--- src/rtl/change_frame_sender_pkg.sv ---
// Shared definitions for the change-detect frame sender.
// Contents:
//   state_t     - byte serialiser FSM states
//   HDR_MARK    - top two bits of every header byte
//   HDR_CH_W    - channel field width inside the header byte
//   clog2Min1() - ceil(log2(n)) floored at 1, so one-entry sizes still get a bit
//   makeHeader()- builds {HDR_MARK, 1'b0, channel[4:0]}
package change_frame_sender_pkg;

    typedef enum logic [1:0] {
        IDLE = 2'd0,
        HDR  = 2'd1,
        DATA = 2'd2
    } state_t;

    localparam logic [1:0] HDR_MARK = 2'b10;
    localparam int         HDR_CH_W = 5;

    function automatic int clog2Min1(input int n);
        return (n > 1) ? $clog2(n) : 1;
    endfunction

    function automatic logic [7:0] makeHeader(input logic [HDR_CH_W-1:0] ch);
        return {HDR_MARK, 1'b0, ch};
    endfunction

endpackage

--- src/rtl/change_frame_sender_fifo.sv ---
// Synchronous first-word-fall-through FIFO used to queue {channel, value}
// records between the change arbiter and the byte serialiser.
// Ports:
//   i_clk, i_rst     - clock, asynchronous active-high reset (empties FIFO)
//   i_push, i_wrData - write request and record
//   i_pop            - read request; o_rdData already shows the head record
//   o_full, o_empty  - occupancy flags
//   o_level          - number of stored records, 0..DEPTH
// A push while full is accepted when a pop happens at the same edge.
module sync_fifo #(
    parameter int WIDTH = 8,
    parameter int DEPTH = 8
) (
    input  logic                       i_clk,
    input  logic                       i_rst,
    input  logic                       i_push,
    input  logic [WIDTH-1:0]           i_wrData,
    input  logic                       i_pop,
    output logic [WIDTH-1:0]           o_rdData,
    output logic                       o_full,
    output logic                       o_empty,
    output logic [$clog2(DEPTH):0]     o_level
);

    localparam int AW = $clog2(DEPTH);

    logic [WIDTH-1:0] r_mem [DEPTH];
    logic [AW-1:0]    r_wrPtr;
    logic [AW-1:0]    r_rdPtr;
    logic [AW:0]      r_count;

    logic w_doPush;
    logic w_doPop;

    assign o_full   = (r_count == (AW+1)'(DEPTH));
    assign o_empty  = (r_count == '0);
    assign o_level  = r_count;
    assign o_rdData = r_mem[r_rdPtr];

    // A pop frees the slot at the same edge, so a full FIFO can still accept
    // a push when it is being read.
    assign w_doPop  = i_pop & ~o_empty;
    assign w_doPush = i_push & (~o_full | w_doPop);

    // Storage carries no reset; only pointers and count define the contents.
    always_ff @(posedge i_clk) begin
        if (w_doPush) begin
            r_mem[r_wrPtr] <= i_wrData;
        end
    end

    // Pointers wrap naturally because DEPTH is a power of two.
    always_ff @(posedge i_clk or posedge i_rst) begin
        if (i_rst) begin
            r_wrPtr <= '0;
            r_rdPtr <= '0;
            r_count <= '0;
        end else begin
            if (w_doPush) begin
                r_wrPtr <= r_wrPtr + 1'b1;
            end
            if (w_doPop) begin
                r_rdPtr <= r_rdPtr + 1'b1;
            end
            r_count <= r_count + {{AW{1'b0}}, w_doPush} - {{AW{1'b0}}, w_doPop};
        end
    end

endmodule

--- src/rtl/change_frame_sender.sv ---
// Multi-channel change-detect frame sender. Watches CHANNELS words of DATA_W
// bits, queues one {channel, value} record per detected change and
// serialises each record as a byte frame (optional header, then data bytes
// MSB-first) on a valid/ready stream towards the UART transmitter.
// Ports:
//   uart_clk   - sole clock
//   rst        - asynchronous active-high reset
//   data_in    - channel c at bits [c*DATA_W +: DATA_W], sampled every edge
//   resend     - one-cycle pulse, forces every channel to be re-sent once
//   tx_data    - byte towards UART TX
//   tx_valid   - tx_data is valid
//   tx_ready   - UART TX accepts the byte
//   fifo_level - queued records, 0..FIFO_DEPTH
//   leds       - low byte of the most recently queued value
// HEADER_EN = 0 only makes sense with a single channel (frames carry no id).
module change_frame_sender
    import change_frame_sender_pkg::*;
#(
    parameter int DATA_W     = 8,
    parameter int CHANNELS   = 4,
    parameter int FIFO_DEPTH = 8,
    parameter int HEADER_EN  = 1
) (
    input  logic                          uart_clk,
    input  logic                          rst,
    input  logic [CHANNELS*DATA_W-1:0]    data_in,
    input  logic                          resend,
    output logic [7:0]                    tx_data,
    output logic                          tx_valid,
    input  logic                          tx_ready,
    output logic [$clog2(FIFO_DEPTH):0]   fifo_level,
    output logic [7:0]                    leds
);

    localparam int CH_W   = clog2Min1(CHANNELS);
    localparam int REC_W  = CH_W + DATA_W;
    localparam int NBYTES = DATA_W / 8;
    localparam int IDX_W  = clog2Min1(NBYTES);

    logic [DATA_W-1:0]   r_lastSent [CHANNELS];
    logic [CHANNELS-1:0] r_dirty;
    logic [CH_W-1:0]     r_ptr;
    logic [7:0]          r_leds;

    state_t              r_state;
    logic [7:0]          r_txData;
    logic                r_txValid;
    logic [IDX_W-1:0]    r_idx;
    logic [DATA_W-1:0]   r_value;

    state_t              w_nextState;
    logic [7:0]          w_nextTxData;
    logic                w_nextTxValid;
    logic [IDX_W-1:0]    w_nextIdx;
    logic [DATA_W-1:0]   w_nextValue;

    logic [CHANNELS-1:0] w_pending;
    logic                w_grantValid;
    logic [CH_W-1:0]     w_grantCh;
    logic [DATA_W-1:0]   w_grantData;
    logic                w_push;
    logic                w_pop;
    logic                w_fifoFull;
    logic                w_fifoEmpty;
    logic [REC_W-1:0]    w_popRec;
    logic [CH_W-1:0]     w_popCh;
    logic [DATA_W-1:0]   w_popVal;
    logic                w_handshake;

    // Selects data byte k of a value, byte 0 being the most significant.
    function automatic logic [7:0] byteOf(input logic [DATA_W-1:0] v,
                                          input logic [IDX_W-1:0]  k);
        logic [DATA_W-1:0] s;
        s = v >> (8 * (NBYTES - 1 - int'(k)));
        return s[7:0];
    endfunction

    // A channel needs sending when its input differs from what was last
    // queued for it, or a resend request has marked it dirty.
    always_comb begin
        w_pending = '0;
        for (int c = 0; c < CHANNELS; c++) begin
            w_pending[c] = (data_in[c*DATA_W +: DATA_W] != r_lastSent[c]) | r_dirty[c];
        end
    end

    // Round-robin search starting at r_ptr; the first pending channel found wins.
    always_comb begin
        int idx;
        w_grantValid = 1'b0;
        w_grantCh    = '0;
        for (int i = 0; i < CHANNELS; i++) begin
            idx = int'(r_ptr) + i;
            if (idx >= CHANNELS) begin
                idx = idx - CHANNELS;
            end
            if (!w_grantValid && w_pending[idx]) begin
                w_grantValid = 1'b1;
                w_grantCh    = CH_W'(idx);
            end
        end
    end

    // While the FIFO is full the grant is withheld and the channel stays
    // pending, so whatever value it holds once space frees is what gets sent.
    assign w_grantData = data_in[int'(w_grantCh)*DATA_W +: DATA_W];
    assign w_push      = w_grantValid & (~w_fifoFull | w_pop);

    sync_fifo #(
        .WIDTH (REC_W),
        .DEPTH (FIFO_DEPTH)
    ) u_fifo (
        .i_clk    (uart_clk),
        .i_rst    (rst),
        .i_push   (w_push),
        .i_wrData ({w_grantCh, w_grantData}),
        .i_pop    (w_pop),
        .o_rdData (w_popRec),
        .o_full   (w_fifoFull),
        .o_empty  (w_fifoEmpty),
        .o_level  (fifo_level)
    );

    assign w_popCh  = w_popRec[REC_W-1 -: CH_W];
    assign w_popVal = w_popRec[DATA_W-1:0];

    // Change-tracking state. The resend assignment comes last so that it
    // overrides the dirty clear of a channel granted on the same edge.
    always_ff @(posedge uart_clk or posedge rst) begin
        if (rst) begin
            for (int c = 0; c < CHANNELS; c++) begin
                r_lastSent[c] <= '0;
            end
            r_dirty <= '0;
            r_ptr   <= '0;
            r_leds  <= '0;
        end else begin
            if (w_push) begin
                r_lastSent[w_grantCh] <= w_grantData;
                r_dirty[w_grantCh]    <= 1'b0;
                r_ptr                 <= (w_grantCh == CH_W'(CHANNELS - 1)) ? '0 : w_grantCh + 1'b1;
                r_leds                <= w_grantData[7:0];
            end
            if (resend) begin
                r_dirty <= '1;
            end
        end
    end

    assign w_handshake = r_txValid & tx_ready;

    // Serialiser next-state logic. tx_data only changes on a handshake or
    // when a new record is popped, which keeps it stable under backpressure.
    always_comb begin
        w_nextState   = r_state;
        w_nextTxData  = r_txData;
        w_nextTxValid = r_txValid;
        w_nextIdx     = r_idx;
        w_nextValue   = r_value;
        w_pop         = 1'b0;
        case (r_state)
            IDLE: begin
                if (!w_fifoEmpty) begin
                    w_pop         = 1'b1;
                    w_nextValue   = w_popVal;
                    w_nextTxValid = 1'b1;
                    w_nextIdx     = '0;
                    if (HEADER_EN != 0) begin
                        w_nextTxData = makeHeader(HDR_CH_W'(w_popCh));
                        w_nextState  = HDR;
                    end else begin
                        w_nextTxData = byteOf(w_popVal, '0);
                        w_nextState  = DATA;
                    end
                end
            end
            HDR: begin
                if (w_handshake) begin
                    w_nextTxData = byteOf(r_value, '0);
                    w_nextIdx    = '0;
                    w_nextState  = DATA;
                end
            end
            DATA: begin
                if (w_handshake) begin
                    if (r_idx == IDX_W'(NBYTES - 1)) begin
                        w_nextTxValid = 1'b0;
                        w_nextState   = IDLE;
                    end else begin
                        w_nextIdx    = r_idx + 1'b1;
                        w_nextTxData = byteOf(r_value, r_idx + 1'b1);
                    end
                end
            end
            default: begin
                w_nextTxValid = 1'b0;
                w_nextState   = IDLE;
            end
        endcase
    end

    // Serialiser registers; a reset abandons any frame in flight.
    always_ff @(posedge uart_clk or posedge rst) begin
        if (rst) begin
            r_state   <= IDLE;
            r_txData  <= '0;
            r_txValid <= 1'b0;
            r_idx     <= '0;
            r_value   <= '0;
        end else begin
            r_state   <= w_nextState;
            r_txData  <= w_nextTxData;
            r_txValid <= w_nextTxValid;
            r_idx     <= w_nextIdx;
            r_value   <= w_nextValue;
        end
    end

    assign tx_data  = r_txData;
    assign tx_valid = r_txValid;
    assign leds     = r_leds;

endmodule

--- config.mk ---
export PLATFORM = sky130hd
export DESIGN_NAME = change_frame_sender
export DESIGN_NICKNAME = d
export VERILOG_FILES = /design/src/rtl/change_frame_sender_pkg.sv /design/src/rtl/change_frame_sender_fifo.sv /design/src/rtl/change_frame_sender.sv
export SDC_FILE = /design/constraint.sdc
export NUM_CORES = 1
export LEC_CHECK = 0
export BUFFER_PORTS_ARGS = -buffer_cell sky130_fd_sc_hd__buf_2
export CORE_MARGIN = 2
export CORE_UTILIZATION = 60
export DETAILED_ROUTE_END_ITERATION = 10
export PLACE_DENSITY = 0.82
export SLEW_MARGIN = 40
export SYNTH_ARGS = -nofsm -noshare
export SYNTH_HDL_FRONTEND = slang
export SYNTH_SLANG_ARGS = --single-unit
--- constraint.sdc ---
create_clock -name uart_clk -period 5.25 [get_ports uart_clk]
set_input_delay 0.2625 -clock uart_clk [delete_from_list [all_inputs] [get_ports uart_clk]]
set_output_delay 0.2625 -clock uart_clk [all_outputs]
set_load 0.02 [all_outputs]
# After elaboration in Yosys (flattened, before gate mapping)
# Memory sizes are Yosys's and may differ from the RTL's.
# Cells that the tools add are included.
[word_totals] reg_bits=76 ram_bits=80 inputBits=36 output_inout_bits=21 wordCells=145 mem_count=1
[classes] addsub=14 n_lt_le_gt_ge=12 n_eq_ne=13 n_shift=2 n_mux=55 n_bitwise=16 reduce_logical=17
[mem_list] memory="u_fifo.r_mem" depth=8 word_bits=10 rd=1 rd_ports_with_merged_regs=0 write_ports=1 line_no="change_frame_sender_fifo.sv:27" text="logic [WIDTH-1:0] r_mem [DEPTH];"
[ops] op="$lt A32 B4 Y1 const B" count=4
[ops] op="$mux W32" count=4
[ops] op="$mux W8" count=5
[ops] op="$bwmux W32" count=1
[ops] op="$ne A8 B8 Y1" count=4
[ops] op="$shiftx A32 B6 Y8" count=1
[ops] op="$shr A8 B32 Y8" count=1
[ops] op="$mux W1" count=24
[ops] op="$pmux W8 S3" count=1
[ops] op="$mux W2" count=9
[ops] op="$demux W8 S2" count=1
[ops] op="$ge A3 B3 Y1 const B" count=4
[ops] op="$reduce_and A4 Y1" count=3
[ops] op="$sub A3 B3 Y4 const B" count=3
[ops] op="$ne A2 B2 Y1 const B" count=5
[ops] op="$bmux W1 S2" count=4
[ops] op="$mux W4" count=2
[ops] op="$add A2 B2 Y3 const B" count=2
[ops] op="$add A3 B1 Y3 const B" count=2
[ops] op="$or A1 B1 Y1" count=6
[ops] op="$pmux W1 S3" count=2
[ops] op="$pmux W2 S3" count=1
[ops] op="$logic_and A1 B1 Y1" count=5
[ops] op="$reduce_and A5 Y1" count=1
[ops] op="other kinds (26)" count=34

# Logic depth before layout (Yosys ltp)
# Gate-level depths: netlist of run 1.
[logic_depth] depth_word=23 depth_mapped=15 depth_no_buf=10

# By module
# A second synthesis of run 1 with hierarchy kept.
[hier_totals] cells_unflattened=574 hier_area_um2=7699.9
[by_module_without_submodules] module="change_frame_sender" instances=1 cells_each=396 area_per_inst_um2=4000.1 seq_area_each_um2=1626.6
[by_module_without_submodules] module="sync_fifo" instances=1 cells_each=178 area_per_inst_um2=3699.8 seq_area_each_um2=2652.5

# Worst setup path before layout of run 1
# Ideal clock, no wire load.
[synth_timing] path_kind="register to register" from="register r_lastSent[23] (netlist name)" to="register r_lastSent[24] (netlist name)" setup_ps=146 arrival_ps=3174 t_required_ps=5104 slack_ps=1930 stages_incl_launch_ff=15 path_buffers=5 synth_period_minus_slack_ps=3320 path_cell_list="dfrtp_1 xnor2_1 nand3_1 or4_1 buf_2 o211ai_2 or2_1 buf_4 buf_12 buf_2 ha_1 clkbuf_1 nand3_2 a2111oi_0 a211oi_1"
[synth_between] elab_chain_len=21 elab_cells_between_ends=37 classes_between="order compare: 2; eq/ne: 1; shift: 1; mux: 23; bitwise: 3; reduce/logical: 7"
[synth_lines] element="start, declared" line_no="change_frame_sender.sv:40" text="logic [DATA_W-1:0] r_lastSent [CHANNELS];"
[synth_lines] element="start signal, assigned by index" line_no="change_frame_sender.sv:139" text="r_lastSent[w_grantCh] <= w_grantData;"
[synth_lines] element="$ne A8 B8 Y1 (*)" line_no="change_frame_sender.sv:83" text="w_pending[c] = (data_in[c*DATA_W +: DATA_W] != r_lastSent[c]) | r_dirty[c];"
[synth_lines] element="$or A1 B1 Y1 (*)" line_no="change_frame_sender.sv:83"
[synth_lines] element="$bmux W1 S2" line_no="change_frame_sender.sv:97" text="if (!w_grantValid && w_pending[idx]) begin"
[synth_lines] element="$mux W1 (not written as such) (2 in series)" line_no="change_frame_sender.sv:97"
[synth_lines] element="$mux W1" line_no="change_frame_sender.sv:97"
[synth_lines] element="$logic_not A1 Y1" line_no="change_frame_sender.sv:97"
[synth_lines] element="$logic_and A1 B1 Y1" line_no="change_frame_sender.sv:97"
[synth_lines] element="$mux W1" line_no="change_frame_sender.sv:97"
[synth_lines] element="[... 4 more ...]"
[synth_lines] element="$logic_and A1 B1 Y1" line_no="change_frame_sender.sv:97"
[synth_lines] element="$mux W2" line_no="change_frame_sender.sv:97"
[synth_lines] element="$not A2 Y3 (not written as such)" line_no="change_frame_sender.sv:139"
[synth_lines] element="$ge A3 B3 Y1 (not written as such) or $lt A3 B1 Y1 (tied branches)" line_no="change_frame_sender.sv:139"
[synth_lines] element="$logic_and A1 B1 Y1 (not written as such)" line_no="change_frame_sender.sv:139"
[synth_lines] element="$mux W8 (not written as such)" line_no="change_frame_sender.sv:139"
[synth_lines] element="$demux W8 S2" line_no="change_frame_sender.sv:139"
[synth_lines] element="$bwmux W32" line_no="change_frame_sender.sv:139"
# Every way passes the cells marked *; elsewhere a longest branch is shown, timed or not. The select of a mux whose other input is x is not followed.
# A chain may end at the register's enable or synchronous reset.

# Worst setup path in the final report of run 1
[layout_timing] from="register r_lastSent[11] (netlist name)" to="register r_lastSent[26] (netlist name)"
[layout_between] elab_chain_len=21 elab_cells_between_ends=37 classes_between="order compare: 2; eq/ne: 1; shift: 1; mux: 23; bitwise: 3; reduce/logical: 7"
[layout_lines] element="$ne A8 B8 Y1 (*)" line_no="change_frame_sender.sv:83"
[layout_lines] element="$or A1 B1 Y1 (*)" line_no="change_frame_sender.sv:83"
[layout_lines] element="$bmux W1 S2" line_no="change_frame_sender.sv:97"
[layout_lines] element="$mux W1 (not written as such) (2 in series)" line_no="change_frame_sender.sv:97"
[layout_lines] element="$mux W1" line_no="change_frame_sender.sv:97"
[layout_lines] element="$logic_not A1 Y1" line_no="change_frame_sender.sv:97"
[layout_lines] element="$logic_and A1 B1 Y1" line_no="change_frame_sender.sv:97"
[layout_lines] element="$mux W1" line_no="change_frame_sender.sv:97"
[layout_lines] element="[... 5 more ...]"
[layout_lines] element="$mux W2 (*)" line_no="change_frame_sender.sv:97"
[layout_lines] element="net u_fifo.i_wrData[9]" line_no="change_frame_sender_fifo.sv:17" text="input logic [WIDTH-1:0] i_wrData,"
[layout_lines] element="$not A2 Y3 (not written as such)" line_no="change_frame_sender.sv:139"
[layout_lines] element="$ge A3 B3 Y1 (not written as such) or $lt A3 B1 Y1 (tied branches)" line_no="change_frame_sender.sv:139"
[layout_lines] element="$logic_and A1 B1 Y1 (not written as such)" line_no="change_frame_sender.sv:139"
[layout_lines] element="$mux W8 (not written as such)" line_no="change_frame_sender.sv:139"
[layout_lines] element="$demux W8 S2" line_no="change_frame_sender.sv:139"
[layout_lines] element="$bwmux W32 (*)" line_no="change_frame_sender.sv:139"
# Mark *: on every way through the listed nets, which the timed path passes. The rest lies on a longest branch. The select of a mux whose other input is x is not followed.

==> impl_metrics.ini, run 1 <==
[synthesis]
yosys_warnings = 0
synth_top_area_share = 0.3218
ys_seq_area_frac = 0.5732
syn-num-nets = 612
ys_types = 50
synthFlopType = edfxtp_1
ys_seq_elements = 155
synth.most_common_cell = edfxtp_1
synthTopCellsByCount = edfxtp_1 (80), dfrtp_1 (75), a211oi_1 (48), a21oi_1 (48), a2111oi_0 (41)
synth_area_leaders = edfxtp_1 (32%), dfrtp_1 (25%), mux4_2 (6.0%)
syn_inst = 559
synth_area_leader_cell = edfxtp_1
synth.cell_area_mm2 = 0.007466
syn_avg_cell_area_um2 = 13.36
synth_edf_count = 80
async_flop_share = 0.4839

[outcome]
violations = negative hold slack
outcome = complete, but fails checks

[timing]
hold_slack_ns = -0.003511
worstMarginPinSlew_ns = 0.8497
final.setup.tns_ns = 0
skew_ns = 0.008064
slew-limit-headroom = 0.4323
min_period_ns = 4.300
post-route-period-util = 0.8191
grt_setup_unrepaired = no
max_freq_ghz = 0.2325
setup_viol = 0
finalHoldViolCount = 2
slew_viol_final = 0

[clock_tree]
post_cts.repair.setup_buffers = 0
clockBufferDepth = 2
clkSlewWorstSetupHoldPaths_ns = 0.06
cts_root_buffer = clkbuf_16
clk_latency_ns = 0.43
cts_buffers = 17
cts_resized = 0
clkSinkCount = 155
cts_tree = built
cts_hold_buffers = 0
htree_levels = 4

[cells_and_area]
drive_above_1_share = 0.2468
finalNetCount = 664
postLayoutCoreUtil = 0.7045
fin_cells = 792
syn_to_final_growth_pct = 13.81
diodes = 0

[job]
drv_cap = 0

[global_route]
met1_usage = 0.3913
grt.overflow.total = 0
grt_max_degree = 76
grt-busiest-layer = met2
grt_first_pass_wirelength_mm = 28.17
grt_pass1_vias = 5222
track_usage = 0.2845
antenna_found_initial = 0
grt_use_met3 = 0.08264
grt_util_met2 = 0.4335

[routing]
via_per_inst = 6.607
vias = 5233
firstDrtPassIters = 5
drtAntennaViolNets = 0
avgRoutedWirePerCell_um = 22.30
dr.first_iter.drc_count = 629
drc = 0
wirelength_mm = 17.66

[pwr]
p_sw_mw = 2.509
cellLeakagePower_nw = 3.064
pwr-share-seq = 0.374
p_per_area_mw_per_mm2 = 732.0
p_clk_frac = 0.197
ir_drop_v = 0.0004013
p_sw_frac = 0.4033
combinationalPowerShare = 0.429
p_int_mw = 3.711

[setup_path]
cp-end-kind = flip-flop
arrival_ns = 4.56
critPathSlowestCell = nor2_1
required_ns = 5.51
cp_max_fo = 30
path_class = reg2reg
startpoint_type = flip-flop
worst_path_largest_cell_delay_ns = 0.56
cp_cell_sequence = xnor2_1 > nand4_1 > nor3_1 > nor3b_1 > o32a_2 > inv_2 > buf_4 > ha_1 > nand3_2 > nor2_1 > a211oi_1

[floorplanning]
start_util = 0.6190
coreArea_mm2 = 0.01206
rows = 40
dieArea_mm2 = 0.01335
die_height_um = 115.6
dieWidth_um = 115.6
io_pins = 57

[place]
place_inst = 760
place_hpwl_mm = 11.65
portBuffers = 56
finalWeightedCongestion = 0.9064

[min_path]
hold_class = in2async
## cells in the final DEF, fill, tap and decap left out, types with 3 or more instances in the layout
| master | count |
|---|---|
| nor3_1 | 3 |
| dfrtp_1 | 74 |
| a211oi_1 | 48 |
| buf_2 | 56 |
| clkinvlp_4 | 5 |
| o21ai_0 | 10 |
| nand2_1 | 8 |
| mux2i_1 | 11 |
| mux2i_2 | 7 |
| clkbuf_16 | 17 |
| nand3_2 | 4 |
| a2111oi_0 | 40 |
| mux4_2 | 20 |
| nor3b_1 | 11 |
| buf_4 | 11 |
| a21oi_1 | 48 |
| a21oi_2 | 6 |
| nor2_1 | 25 |
| mux2_2 | 4 |
| edfxtp_1 | 80 |
| ha_1 | 16 |
| nand3_1 | 12 |
| xor2_1 | 5 |
| xnor2_1 | 33 |
| inv_8 | 3 |
| a21o_1 | 5 |
| inv_1 | 17 |
| nand4_1 | 4 |
## final cells by class
type,count,area (um2)
fillers,770,3565
inverters,20,76.32
multi-input cells,349,2964
flip-flops and latches,155,4280
clock buffers,18,429.2
repair buffers,68,374.1
well taps,168,210.2
clock inverters,14,162.7
## layer usage
| metal | vias up | wire, um |
|---|---|---|
| li1 | 2301 | - |
| met1 | 2518 | 6993 |
| met2 | 367 | 8155 |
| met3 | 47 | 2061 |
| met4 | 0 | 448 |
| met5 | - | 0 |
## stage by stage
| step | total power [mW] | setup slack [ns] | cell area [um2] | hold WS, ns |
|---|---|---|---|---|
| 6_report | 6.220 | 0.9498 | 8497 | -0.003511 |
| 5_1_grt | 6.578 | 0.7642 | 8497 | 0.07821 |
| 4_1_cts | 6.185 | 1.165 | 8496 | 0.03031 |
| 3_5_place_dp | 4.940 | 1.195 | 7904 | 0.4610 |
| 3_3_place_gp | 4.758 | 1.499 | 7880 | 0.4550 |
| 2_1_floorplan | 4.174 | 1.930 | 7466 | 0.3548 |
## final timing paths
kind,to,start,cells past startpoint,slack (ns)
min reg2reg,r_dirty[0],r_dirty[0],1,0.47
max in group asynchronous,u_fifo.r_rdPtr[1],rst,3,4.75
max,r_lastSent[26],r_lastSent[11],11,0.95
min in group uart_clk,r_dirty[0],resend,2,0.15
min,u_fifo.o_level[1],rst,3,-0.004
max reg2reg,r_lastSent[26],r_lastSent[11],11,0.95
## worst max-delay path: cells and delay by family, from the launching register on
family / cells / cell delay, ns
xor gates and xnor gates: 1 / 0.27
buffers and inverters: 2 / 0.72
AOI/OAI and AO/OA: 2 / 0.69
adders and majority gates: 1 / 0.47
DFF: 1 / 0.40
and+or+nand+nor: 5 / 1.57
## flip-flops by register name, indices dropped and copies added (netlist names), 3 cells and up
name / flops
u_fifo.o_level: 4
u_fifo.r_wrPtr: 3
r_dirty: 4
r_value: 8
u_fifo.r_rdPtr: 3
tx_data: 8
leds: 8
r_lastSent: 32
u_fifo.r_mem: 80
## cell families after synthesis
family,Yosys count,share of synthesized area
AO/OA/AOI/OAI,170,0.1600
XOR/XNOR,38,0.04458
adder cells (fa/ha/maj),17,0.02950
flip-flops,155,0.5732
buffers and inverters,55,0.03636
multiplexers,42,0.09402
AND/OR/NAND/NOR,82,0.06235
## power by group through the flow
stage                     Combinational [mW]  Clock (mW)  Sequential, mW
after floorplan                         1.89           0            2.28
after global placement                  2.47           0            2.29
after detailed placement                2.61           0            2.33
after CTS                               2.63        1.23            2.32
after global routing                    2.92        1.28            2.38
final                                   2.67        1.23            2.33
(Power assumes the default switching activity.)
==> run 2, diff against run 1 <==
CORE_UTILIZATION = 54   (was 60)
PLACE_DENSITY = 0.78   (was 0.82)
clock period = 3.5 ns   (was 5.25 ns; I/O delays follow)
==> impl_metrics.ini, run 2 (synthesized netlist as in run 1, its figures left out) <==
[timing]
max_freq_ghz = 0.2938
slew_viol_final = 0
grt_setup_unrepaired = no
slew-limit-headroom = 0.5143
min_period_ns = 3.403
final.setup.tns_ns = 0
post-route-period-util = 0.9724
finalHoldViolCount = 0
worstMarginPinSlew_ns = 0.7286
hold_slack_ns = 0.04555
setup_viol = 0
skew_ns = 0.01030

[place]
finalWeightedCongestion = 0.9521
place_inst = 802
portBuffers = 56
place_hpwl_mm = 12.21

[min_path]
min_from = resend
hold_end = r_dirty[0]
hold_class = in2reg
hold_depth = 2

[routing]
avgRoutedWirePerCell_um = 22.00
drtAntennaViolNets = 0
via_per_inst = 6.428
wirelength_mm = 18.37
drc = 0
firstDrtPassIters = 5
dr.first_iter.drc_count = 490
vias = 5367

[global_route]
grt.overflow.total = 0
grt_pass1_vias = 5332
antenna_found_initial = 0
grt_first_pass_wirelength_mm = 28.90
grt_max_degree = 54
track_usage = 0.2628

[outcome]
outcome = finished clean

[setup_path]
ff2ff_path_depth = 8
cp_max_fo = 53
path_buf_inv = 2
regToRegStartpoint = r_lastSent[0]
path_class = reg2reg
r2r-end = u_fifo.r_mem[2][1]
critPathSlowestCell = o32a_2
rrSetupSlack_ns = 0.1
cp-end-kind = flip-flop
required_ns = 3.63
cp_cell_sequence = xnor2_1 > nand4_1 > or4_1 > o32a_2 > inv_2 > buf_4 > a211oi_1 > a21oi_1
cp_top_family = compound AO/OA/AOI/OAI gates
startpoint_type = flip-flop
arrival_ns = 3.53
worst_path_largest_cell_delay_ns = 0.58

[floorplanning]
start_util = 0.5593
dieWidth_um = 121.6
dieArea_mm2 = 0.01478
die_height_um = 121.6
rows = 42
io_pins = 57
coreArea_mm2 = 0.01335

[clock_tree]
htree_levels = 4
clockBufferDepth = 2
clk_latency_ns = 0.42
clkSinkCount = 155
cts_root_buffer = clkbuf_16
post_cts.repair.setup_buffers = 0
clkSlewWorstSetupHoldPaths_ns = 0.06
cts_buffers = 17
cts_tree = built

[pwr]
p_per_area_mw_per_mm2 = 1102
cellLeakagePower_nw = 3.248
ir_drop_v = 0.0004472

[cells_and_area]
fin_cells = 835
diodes = 0
largest_register_ffs = 80
final_common_cell = edfxtp_1
syn_to_final_growth_pct = 17.41
finalNetCount = 699
regMostFlops = u_fifo.r_mem
drive_above_1_share = 0.2822
final_cell_mix = edfxtp_1 (80), dfrtp_1 (74), buf_2 (56), a211oi_1 (48), a21oi_1 (47)
largestRegisters = u_fifo.r_mem (80), r_lastSent (32)

[job]
drv_cap = 0
-- run 2: changes by cell type in the layout (fill, tap and decap cells not counted), sizes merged --
cell,delta
buf,+34
clkbuf,+5
clkinvlp,-3
bufinv,+1
dlygate4sd3,+1
inv,-3
-- run 2: what timing repair did --
item | in CTS | in global routing
hold buffers | 1 | 0
hold endpoints to repair | 75 | 0
resized for setup | 0 | 2
endpoints found under the setup margin | 0 | 9
-- run 2: final cells by class --
class / count / area [um2]
fillers: 945 / 4582
repair buffers: 103 / 635.6
clock buffers: 23 / 467.9
well taps: 176 / 220.2
multi-input cells: 349 / 2948
flip-flops and latches: 155 / 4280
clock inverters: 9 / 138.9
inverters: 20 / 75.07
-- run 2: how the worst max path moves through the flow --
stage / from / to / cells after the start
after global placement: r_lastSent[22] / u_fifo.o_level[2] / 9
after CTS: r_lastSent[0] / u_fifo.r_mem[3][7] / 8
after floorplan: r_lastSent[23] / r_lastSent[31] / 14
after global routing: r_lastSent[6] / u_fifo.r_mem[0][6] / 8
after detailed placement: r_lastSent[4] / u_fifo.r_mem[4][7] / 8
final: r_lastSent[0] / u_fifo.r_mem[2][1] / 8
-- run 2: worst reg2reg max path: stages (launching register included) --
cell	delay, ns
dfrtp_1	0.40
xnor2_1	0.21
nand4_1	0.16
or4_1	0.51
o32a_2	0.58
inv_2	0.15
buf_4	0.43
a211oi_1	0.13
a21oi_1	0.54
-- run 2: metal layers --
| layer | vias up | global-route usage | part of all wire |
|---|---|---|---|
| met1 | 2663 | 0.3575 | 0.42 |
| met4 | 0 | 0.1034 | 0.022 |
| met5 | - | 0 | 0 |
| met2 | 293 | 0.4154 | 0.48 |
| li1 | 2368 | - | - |
| met3 | 43 | 0.05993 | 0.082 |
-- run 2: where the power goes --
group          leakage (nW)  switching [mW]  internal (mW)
clock network         0.289           0.728           1.17
logic                  1.38            2.52           1.74
registers              1.58           0.527           2.97
total                  3.25            3.78           5.88
-- run 2: stage by stage --
stage | util | worst slack [ns] | cell area (um2) | power [mW]
after floorplan | - | 0.1799 | 7466 | 6.261
after global placement | 0.6099 | 0.3223 | 8140 | 7.468
after detailed placement | 0.6101 | 0.1236 | 8144 | 7.687
after CTS | 0.6564 | 0.09948 | 8761 | 9.629
after global routing | 0.6567 | 0.001623 | 8766 | 10.19
final | 0.6567 | 0.09670 | 8766 | 9.660
